===== config.mk =====
export PLATFORM = sky130hd
export DESIGN_NAME = xix4_prefix_sequencer
export DESIGN_NICKNAME = d
export VERILOG_FILES = /design/src/rtl/xix4_prefix_sequencer.sv
export SDC_FILE = /design/constraint.sdc
export NUM_CORES = 1
export LEC_CHECK = 0
export CORE_MARGIN = 5
export CORE_UTILIZATION = 45
export CTS_BUF_LIST = sky130_fd_sc_hd__clkbuf_2
export DETAILED_ROUTE_END_ITERATION = 12
export GPL_TIMING_DRIVEN = 1
export PLACE_DENSITY = 0.82
export SLEW_MARGIN = 20
export SYNTH_ARGS = -nofsm -noshare
export SYNTH_HDL_FRONTEND = slang
export SYNTH_SLANG_ARGS = --single-unit

===== constraint.sdc =====
create_clock -name CLK -period 2.1 [get_ports CLK]
set_input_delay 0.42 -clock CLK [delete_from_list [all_inputs] [get_ports CLK]]
set_output_delay 0.42 -clock CLK [all_outputs]
set_load 0.01 [all_outputs]

===== src/rtl/xix4_prefix_sequencer.sv =====
// Prefix-chain tracker for indexed bit operations: follows DD/FD -> CB -> d -> op,
// latches Disp/Source, and runs the XPT step counter during the XIX4/XIY4 phase.
module xix4_prefix_sequencer #(
  parameter logic [3:0] XPT_MAX = 4'd15
) (
  input  logic       CLK,
  input  logic       RESET,
  input  logic       fetch_valid,
  input  logic [7:0] fetch_byte,
  input  logic       hold,
  input  logic       PR_Reset_XPT,
  input  logic       P2_Reset_XIX4,
  input  logic       P2_Reset_XIY4,
  output logic [3:0] XPT,
  output logic [3:0] notXPT,
  output logic [7:0] Source,
  output logic [7:0] notSource,
  output logic [7:0] Disp,
  output logic       is_Y,
  output logic       not_enable,
  output logic       XIX4,
  output logic       XIY4,
  output logic       pfx_plain,
  output logic       xpt_overflow
);

  typedef enum logic [2:0] {
    S_IDLE,
    S_PFX,
    S_CBD,
    S_CBO,
    S_EXEC
  } state_t;

  localparam logic [7:0] BYTE_DD = 8'hDD;
  localparam logic [7:0] BYTE_FD = 8'hFD;
  localparam logic [7:0] BYTE_CB = 8'hCB;

  state_t     state_q;
  logic [3:0] xpt_q;
  logic [7:0] source_q;
  logic [7:0] disp_q;
  logic       is_y_q;
  logic       not_enable_q;
  logic       xix4_q;
  logic       xiy4_q;
  logic       pfx_plain_q;
  logic       ovf_q;

  logic accept;
  logic is_prefix;
  logic phase_end;
  logic any_strobe;

  assign accept     = fetch_valid && !hold;
  assign is_prefix  = (fetch_byte == BYTE_DD) || (fetch_byte == BYTE_FD);
  assign phase_end  = (P2_Reset_XIX4 && !is_y_q) || (P2_Reset_XIY4 && is_y_q);
  assign any_strobe = PR_Reset_XPT || P2_Reset_XIX4 || P2_Reset_XIY4;

  always_ff @(posedge CLK) begin
    if (RESET) begin
      state_q      <= S_IDLE;
      xpt_q        <= '0;
      source_q     <= '0;
      disp_q       <= '0;
      is_y_q       <= 1'b0;
      not_enable_q <= 1'b1;
      xix4_q       <= 1'b0;
      xiy4_q       <= 1'b0;
      pfx_plain_q  <= 1'b0;
      ovf_q        <= 1'b0;
    end else begin
      pfx_plain_q <= 1'b0;
      case (state_q)
        S_EXEC: begin
          // XPT clear beats both the increment and hold; overflow flags on reaching the limit.
          if (PR_Reset_XPT) begin
            xpt_q <= '0;
          end else if (!hold) begin
            if (xpt_q != XPT_MAX) xpt_q <= xpt_q + 4'd1;
            if (xpt_q >= XPT_MAX - 4'd1) ovf_q <= 1'b1;
          end
          if (phase_end) begin
            state_q      <= S_IDLE;
            not_enable_q <= 1'b1;
            xix4_q       <= 1'b0;
            xiy4_q       <= 1'b0;
          end
        end
        default: begin
          if (any_strobe) xpt_q <= '0;
          if (accept) begin
            case (state_q)
              S_IDLE: begin
                if (is_prefix) begin
                  state_q <= S_PFX;
                  is_y_q  <= (fetch_byte == BYTE_FD);
                end
              end
              S_PFX: begin
                if (fetch_byte == BYTE_CB) begin
                  state_q <= S_CBD;
                end else if (is_prefix) begin
                  is_y_q <= (fetch_byte == BYTE_FD);
                end else begin
                  source_q    <= fetch_byte;
                  pfx_plain_q <= 1'b1;
                  state_q     <= S_IDLE;
                end
              end
              S_CBD: begin
                disp_q  <= fetch_byte;
                state_q <= S_CBO;
              end
              S_CBO: begin
                source_q     <= fetch_byte;
                xpt_q        <= '0;
                state_q      <= S_EXEC;
                not_enable_q <= 1'b0;
                xix4_q       <= !is_y_q;
                xiy4_q       <= is_y_q;
              end
              default: state_q <= S_IDLE;
            endcase
          end
        end
      endcase
    end
  end

  assign XPT          = xpt_q;
  assign notXPT       = ~xpt_q;
  assign Source       = source_q;
  assign notSource    = ~source_q;
  assign Disp         = disp_q;
  assign is_Y         = is_y_q;
  assign not_enable   = not_enable_q;
  assign XIX4         = xix4_q;
  assign XIY4         = xiy4_q;
  assign pfx_plain    = pfx_plain_q;
  assign xpt_overflow = ovf_q;

endmodule


==> run_results.csv, run 1 <==
group,metric,value,unit
synthesis,synth_area,0.00137,sq mm
global_route,grt_pass1_vias,1486,
finish,synthToLayoutAreaGrowth,51.2,%
clocking,cts_resized,0,
routing,drc_errors,0,
worst_setup_path,path_delay_family,"compound AO/OA/AOI/OAI gates",
finish,nets,238,
finish,n_antenna_cell,0,
finish,fin_util,69.4,%
pwr,powerDensity,431,mW/mm^2
routing,ant_nets,0,
global_route,grt_overflow_total,0,
synthesis,ys_warn_count,0,
floorplan,start_util,45.9,%
clocking,post-cts-setup-buffer-count,0,
flow_run,drv_cap,0,
worst_setup_path,worstPathCellList,"clkdlybuf4s50_1, or4b_4, a211oi_4, o21ai_0, a21oi_1",
global_route,grt_max_degree,19,
timing,relSlewSlack,67.1,%
synthesis,avgSynthCellArea,8.93,sq um
clocking,clkTransAtPathRegs,130,ps
worst_setup_path,critPathArrivalTime,2140,ps
worst_setup_path,timing.critical_path.buf_inv,1,
min_path,hold_depth,2,
placed_design,dpl-instance-area,0.00203,sq mm
synthesis,synthDistinctLibCells,41,
synthesis,ys_ff_latch,29,
worst_setup_path,reg2reg_depth,3,
finish,layout.cells.non_filler,254,
worst_setup_path,critical-path-max-stage-delay,570,ps
routing,vias,1425,
timing,max_freq,542,MHz
floorplan,die_area,0.00424,sq mm
pwr,p_leak,0.681,nW
clocking,cts_sinks,29,
floorplan,die_h,65.1,um
timing,period_share,87.9,%
worst_setup_path,worst_ep_required_time,2390,ps
floorplan,die_w,65.1,um
worst_setup_path,critPathSlowestCell,"or4b_4",
clocking,tritoncts,"done",
routing,viasPerCell,5.61,
worst_setup_path,crit_path_end_kind,"register",
worst_setup_path,cp_max_fo,8,
worst_setup_path,crit_cells,5,
pwr,ir_drop,0.292,mV
global_route,grt_antenna_before_repair,0,
pwr,power,0.000890,W
floorplan,ios,53,
global_route,grt.total_usage,20.1,%
placed_design,dp.final_hpwl,3.00,mm
worst_setup_path,setup.worst_path.class,"input pin to register",
clocking,ctsHoldBuffers,0,
timing,drv_slew,0,
timing,hold_viol,0,
clocking,cts_buffers,5,
finish,final_area,0.00207,sq mm
placed_design,place_inst,247,
synthesis,synthCells,153,
outcome,outcome,"completed",
placed_design,numPortBuffers,52,
synthesis,seq_area_frac_synth,42.5,%
global_route,grt_pass1_wl,6.62,mm
routing,drt_iter0_drc,70,
worst_setup_path,crit_path_start_kind,"input pin",
timing,rsz0062_at_grt,"no",
timing,period_needed,1850,ps
clocking,clk_path_buf_depth,2,
routing,wl_per_cell,15.1,um
routing,drtPass1Iterations,4,
clocking,clk_latency,350,ps
routing,wirelength,3.83,mm
floorplan,core_area,0.00298,sq mm
clocking,htreeDepth,2,
timing,final-setup-viol-count,0,
finish,drive_gt1_share,14.5,%
placed_design,gp_congestion,0.869,
worst_setup_path,r2r_slack,400,ps
timing,fin_setup_tns,0,ps
min_path,holdCritPathClass,"register to register",
timing,finalClockSkew,4.28,ps
timing,worst_pin_slew,492,ps
synthesis,synth_fp_nets,170,
floorplan,rows,20,
clocking,clockRootBuffer,"clkbuf_2",
-- worst min-delay path, delay by kind of cell, from the launching register on --
family,cells,cell delay [ps]
flops,1,330
compound gates,1,50
buf+inv,1,50
-- metrics by stage --
step	hold WS (ps)	setup WS (ps)
floorplan	470	489
global placement	436	-53.7
detailed placement	442	-103
CTS	461	230
global route	480	160
finish	455	254
-- sequential cells by signal (all words and copies together), names as in the netlist --
signal,flops
is_Y,1
XIY4,1
state_q,3
Source,8
pfx_plain,1
XPT,4
xpt_overflow,1
XIX4,1
not_enable,1
Disp,8
-- layout by cell type (no fill, tap or decap), types with 2 or more instances in the layout --
cell and instances:
clkdlybuf4s50_1 52, dfxtp_1 29, a21oi_1 16, nor2_1 15, buf_4 15, inv_1 14, nand3_1 11, o21ai_0 11
mux2i_1 10, clkbuf_2 6, nand2_1 4, or4b_4 2, nand3b_1 2, or3_1 2, o31ai_1 2, nor4b_1 2
ha_1 2
-- power breakdown --
part           total (W)  leakage (nW)  switching, W  internal, W
Sequential      0.000550         0.233   0.000000201     0.000550
Combinational  0.0000829         0.421     0.0000367    0.0000463
Clock           0.000256        0.0265      0.000179    0.0000776
Total           0.000890         0.681      0.000216     0.000674
-- per-layer routing --
layer	wire length [um]	vias up	track usage (%)	part of all wire, %
met5	0	-	0	0
li1	-	683	-	-
met3	299	13	7.86	7.8
met1	1530	662	21.6	40
met2	1920	67	35.4	50
met4	85	0	7.77	2.2
-- Yosys cell counts, drive strengths merged --
cell | n | area (sq um)
nand3 | 11 | 55.1
nand4 | 1 | 6.26
ha | 2 | 25.0
o2111ai | 1 | 8.76
o21ai | 11 | 55.1
a221o | 1 | 10.0
a21oi | 16 | 80.1
and3b | 1 | 8.76
or3 | 2 | 12.5
clkbuf | 4 | 15.0
or4 | 1 | 7.51
inv | 14 | 52.6
buf | 3 | 13.8
a211o | 1 | 10.0
mux2i | 10 | 100
nor3b | 2 | 20.0
a311oi | 1 | 8.76
nand2b | 1 | 6.26
nand3b | 2 | 15.0
dfxtp | 29 | 581
nor4 | 2 | 27.5
nor2b | 1 | 6.26
nand4b | 1 | 8.76
a211oi | 3 | 40.0
o41ai | 1 | 8.76
a31oi | 1 | 6.26
nor4b | 3 | 32.5
mux2 | 1 | 11.3
and2 | 1 | 6.26
or4b | 2 | 27.5
o21bai | 1 | 7.51
or2 | 1 | 6.26
nor2 | 15 | 56.3
o31ai | 2 | 15.0
nand2 | 4 | 15.0
-- logic make-up after synthesis --
| kind of cell | share of synthesized area, % |
|---|---|
| AOI/OAI and AO/OA | 18.3 |
| buffers and inverters | 5.95 |
| adders and majority gates | 1.83 |
| and+or+nand+nor | 23.3 |
| DFF | 42.5 |
| muxes | 8.15 |
-- area by class of cell --
type | instances | area, sq um
fill | 233 | 912
multi-input combinational | 103 | 704
timing repair buffer | 68 | 653
sequential | 29 | 581
inverter | 14 | 52.6
tap | 33 | 41.3
clock buffer | 6 | 30.0
clock inverter | 1 | 3.75
-- worst paths after layout --
path                                      to          start
worst min-delay path            xpt_overflow   xpt_overflow
worst min register to register  xpt_overflow   xpt_overflow
worst max-delay path               Source[4]  fetch_byte[4]
worst max register to register        XPT[2]     state_q[1]
Note: power is estimated with default switching activity, not from simulation.
==> run 2: changes to the inputs <==
- MAX_ROUTING_LAYER: not set -> met4
- clock period: 2.1 -> 1.96 ns (I/O delays scaled with it)
==> run 2 against run 1 <==
Sequential power rose by 7.3%. Clock skew rose by 15 ps. Register-to-register slack got worse by 90 ps. First-iteration DRC count rose by 2.9%. Clock power rose by 11%. Die area did not move. Non-clock buffer count rose by 8. Via count rose by 1.3%. Worst hold slack improved by 4.9 ps. Final area rose by 3.1%. Critical path type unchanged.
==> run_results.csv, run 2 (synthesized netlist as in run 1, its figures left out) <==
group,metric,value,unit
worst_setup_path,worst_ep_required_time,2270,ps
global_route,grt_max_degree,31,
pwr,internal_power,0.000723,W
worst_setup_path,reg2reg_from,"state_q[2]",
clocking,clk_latency,370,ps
timing,whs,460,ps
worst_setup_path,critPathSlowestCell,"or4b_4",
timing,period_needed,1840,ps
finish,drive_gt1_share,17.4,%
timing,rsz0062_at_grt,"no",
flow_run,drv_cap,0,
finish,final_cell_mix,"clkdlybuf4s50_1, dfxtp_1, buf_4, a21oi_1, nor2_1",
worst_setup_path,r2r_slack,310,ps
clocking,ctsHoldBuffers,0,
clocking,htreeDepth,2,
clocking,clk_path_buf_depth,2,
clocking,tritoncts,"done",
worst_setup_path,crit_path_end_kind,"register",
floorplan,ios,53,
pwr,power,0.000973,W
timing,final-setup-viol-count,0,
timing,drv_slew,0,
timing,period_share,93.8,%
placed_design,dp.final_hpwl,2.98,mm
outcome,outcome,"completed",
worst_setup_path,cp_max_fo,8,
routing,wl_per_cell,15.0,um
finish,nets,246,
floorplan,rows,20,
clocking,clockRootBuffer,"clkbuf_2",
routing,drtPass1Iterations,4,
pwr,p_leak,0.722,nW
routing,wirelength,3.94,mm
pwr,p_clk_share,29.3,%
pwr,p_comb_share,10.0,%
clocking,post-cts-setup-buffer-count,0,
placed_design,dpl-instance-area,0.00209,sq mm
global_route,grt_antenna_before_repair,0,
global_route,grt.total_usage,20.5,%
timing,max_freq,544,MHz
finish,nFillCells,230,
floorplan,die_area,0.00424,sq mm
placed_design,gp_congestion,0.874,
worst_setup_path,crit_cells,5,
worst_setup_path,critical-path-max-stage-delay,580,ps
worst_setup_path,timing.critical_path.buf_inv,1,
floorplan,core_area,0.00298,sq mm
global_route,grt_pass1_wl,6.70,mm
finish,layout.cells.most_common,"clkdlybuf4s50_1",
timing,finalClockSkew,19.3,ps
worst_setup_path,crit_path_start_kind,"input pin",
clocking,cts_sinks,29,
worst_setup_path,worstPathCellList,"clkdlybuf4s50_1, or4b_4, a211oi_4, o21ai_0, a21oi_1",
clocking,clkTransAtPathRegs,160,ps
timing,worst_pin_slew,388,ps
placed_design,numPortBuffers,52,
routing,drt_iter0_drc,72,
min_path,holdCritPathClass,"register to register",
pwr,powerDensity,457,mW/mm^2
pwr,ir_drop,0.334,mV
timing,relSlewSlack,74.2,%
timing,hold_viol,0,
clocking,cts_resized,0,
routing,drc_errors,0,
worst_setup_path,setup.worst_path.start,"fetch_byte[4]",
global_route,grt_overflow_total,0,
clocking,cts_buffers,5,
floorplan,start_util,45.9,%
routing,viasPerCell,5.49,
worst_setup_path,critPathArrivalTime,2150,ps
finish,n_antenna_cell,0,
worst_setup_path,cp-endpoint,"Source[4]",
worst_setup_path,path_delay_family,"compound AO/OA/AOI/OAI gates",
pwr,p_sw_share,25.7,%
global_route,grt_pass1_vias,1506,
pwr,switchingPower,0.000250,W
pwr,p_seq_share,60.6,%
worst_setup_path,timing.rr.end,"XPT[3]",
finish,synthToLayoutAreaGrowth,55.9,%
worst_setup_path,reg2reg_depth,4,
routing,ant_nets,0,
floorplan,die_h,65.1,um
finish,final_area,0.00213,sq mm
floorplan,die_w,65.1,um
routing,vias,1444,
worst_setup_path,setup.worst_path.class,"input pin to register",
[run 2: tightest hold or removal path, cell delays in order (launching register included)]
cell,delay (ps)
dfxtp_1,330
inv_1,50
a21oi_1,50
[run 2: power by group through the flow]
stage	logic, W	registers [W]	clock network (W)
finish	0.0000975	0.000590	0.000285
global route	0.000104	0.000591	0.000325
CTS	0.0000967	0.000590	0.000294
detailed placement	0.0000961	0.000603	0
global placement	0.0000936	0.000603	0
floorplan	0.0000234	0.000603	0
[run 2: metal layers]
layer	GRT usage, %	part of all wire [%]	up-vias
met2	35.9	49	66
met5	-	0	-
li1	-	-	699
met4	6.99	1.9	0
met1	22.8	42	667
met3	5.13	7.9	12
[run 2: worst min-delay path by stage]
stage | endpoint | from | slack [ps] | cells past startpoint
after global placement | xpt_overflow | xpt_overflow | 440 | 2
after floorplan | xpt_overflow | xpt_overflow | 470 | 2
after global routing | xpt_overflow | xpt_overflow | 490 | 2
after detailed placement | xpt_overflow | xpt_overflow | 440 | 2
final | xpt_overflow | xpt_overflow | 460 | 2
after CTS | xpt_overflow | xpt_overflow | 460 | 2
[run 2: layout make-up]
class | count | area [sq um] | share of cell area, %
repair buffers | 76 | 713 | 33.5
multi-input cells | 103 | 704 | 33.1
flip-flops and latches | 29 | 581 | 27.3
inverters | 14 | 52.6 | 2.47
well taps | 33 | 41.3 | 1.94
clock buffers | 5 | 25.0 | 1.18
clock inverters | 3 | 12.5 | 0.588
[run 2: per-stage QoR]
stage / std cells / TNS, ps / util (%) / setup WS, ps
6_report: 263 / 0 / 71.5 / 121
5_1_grt: 263 / 0 / 71.5 / 51.3
4_1_cts: 263 / 0 / 71.5 / 109
3_5_place_dp: 255 / -1970 / 70.3 / -229
3_3_place_gp: 255 / -1330 / 70.3 / -154
2_1_floorplan: 153 / 0 / - / 377
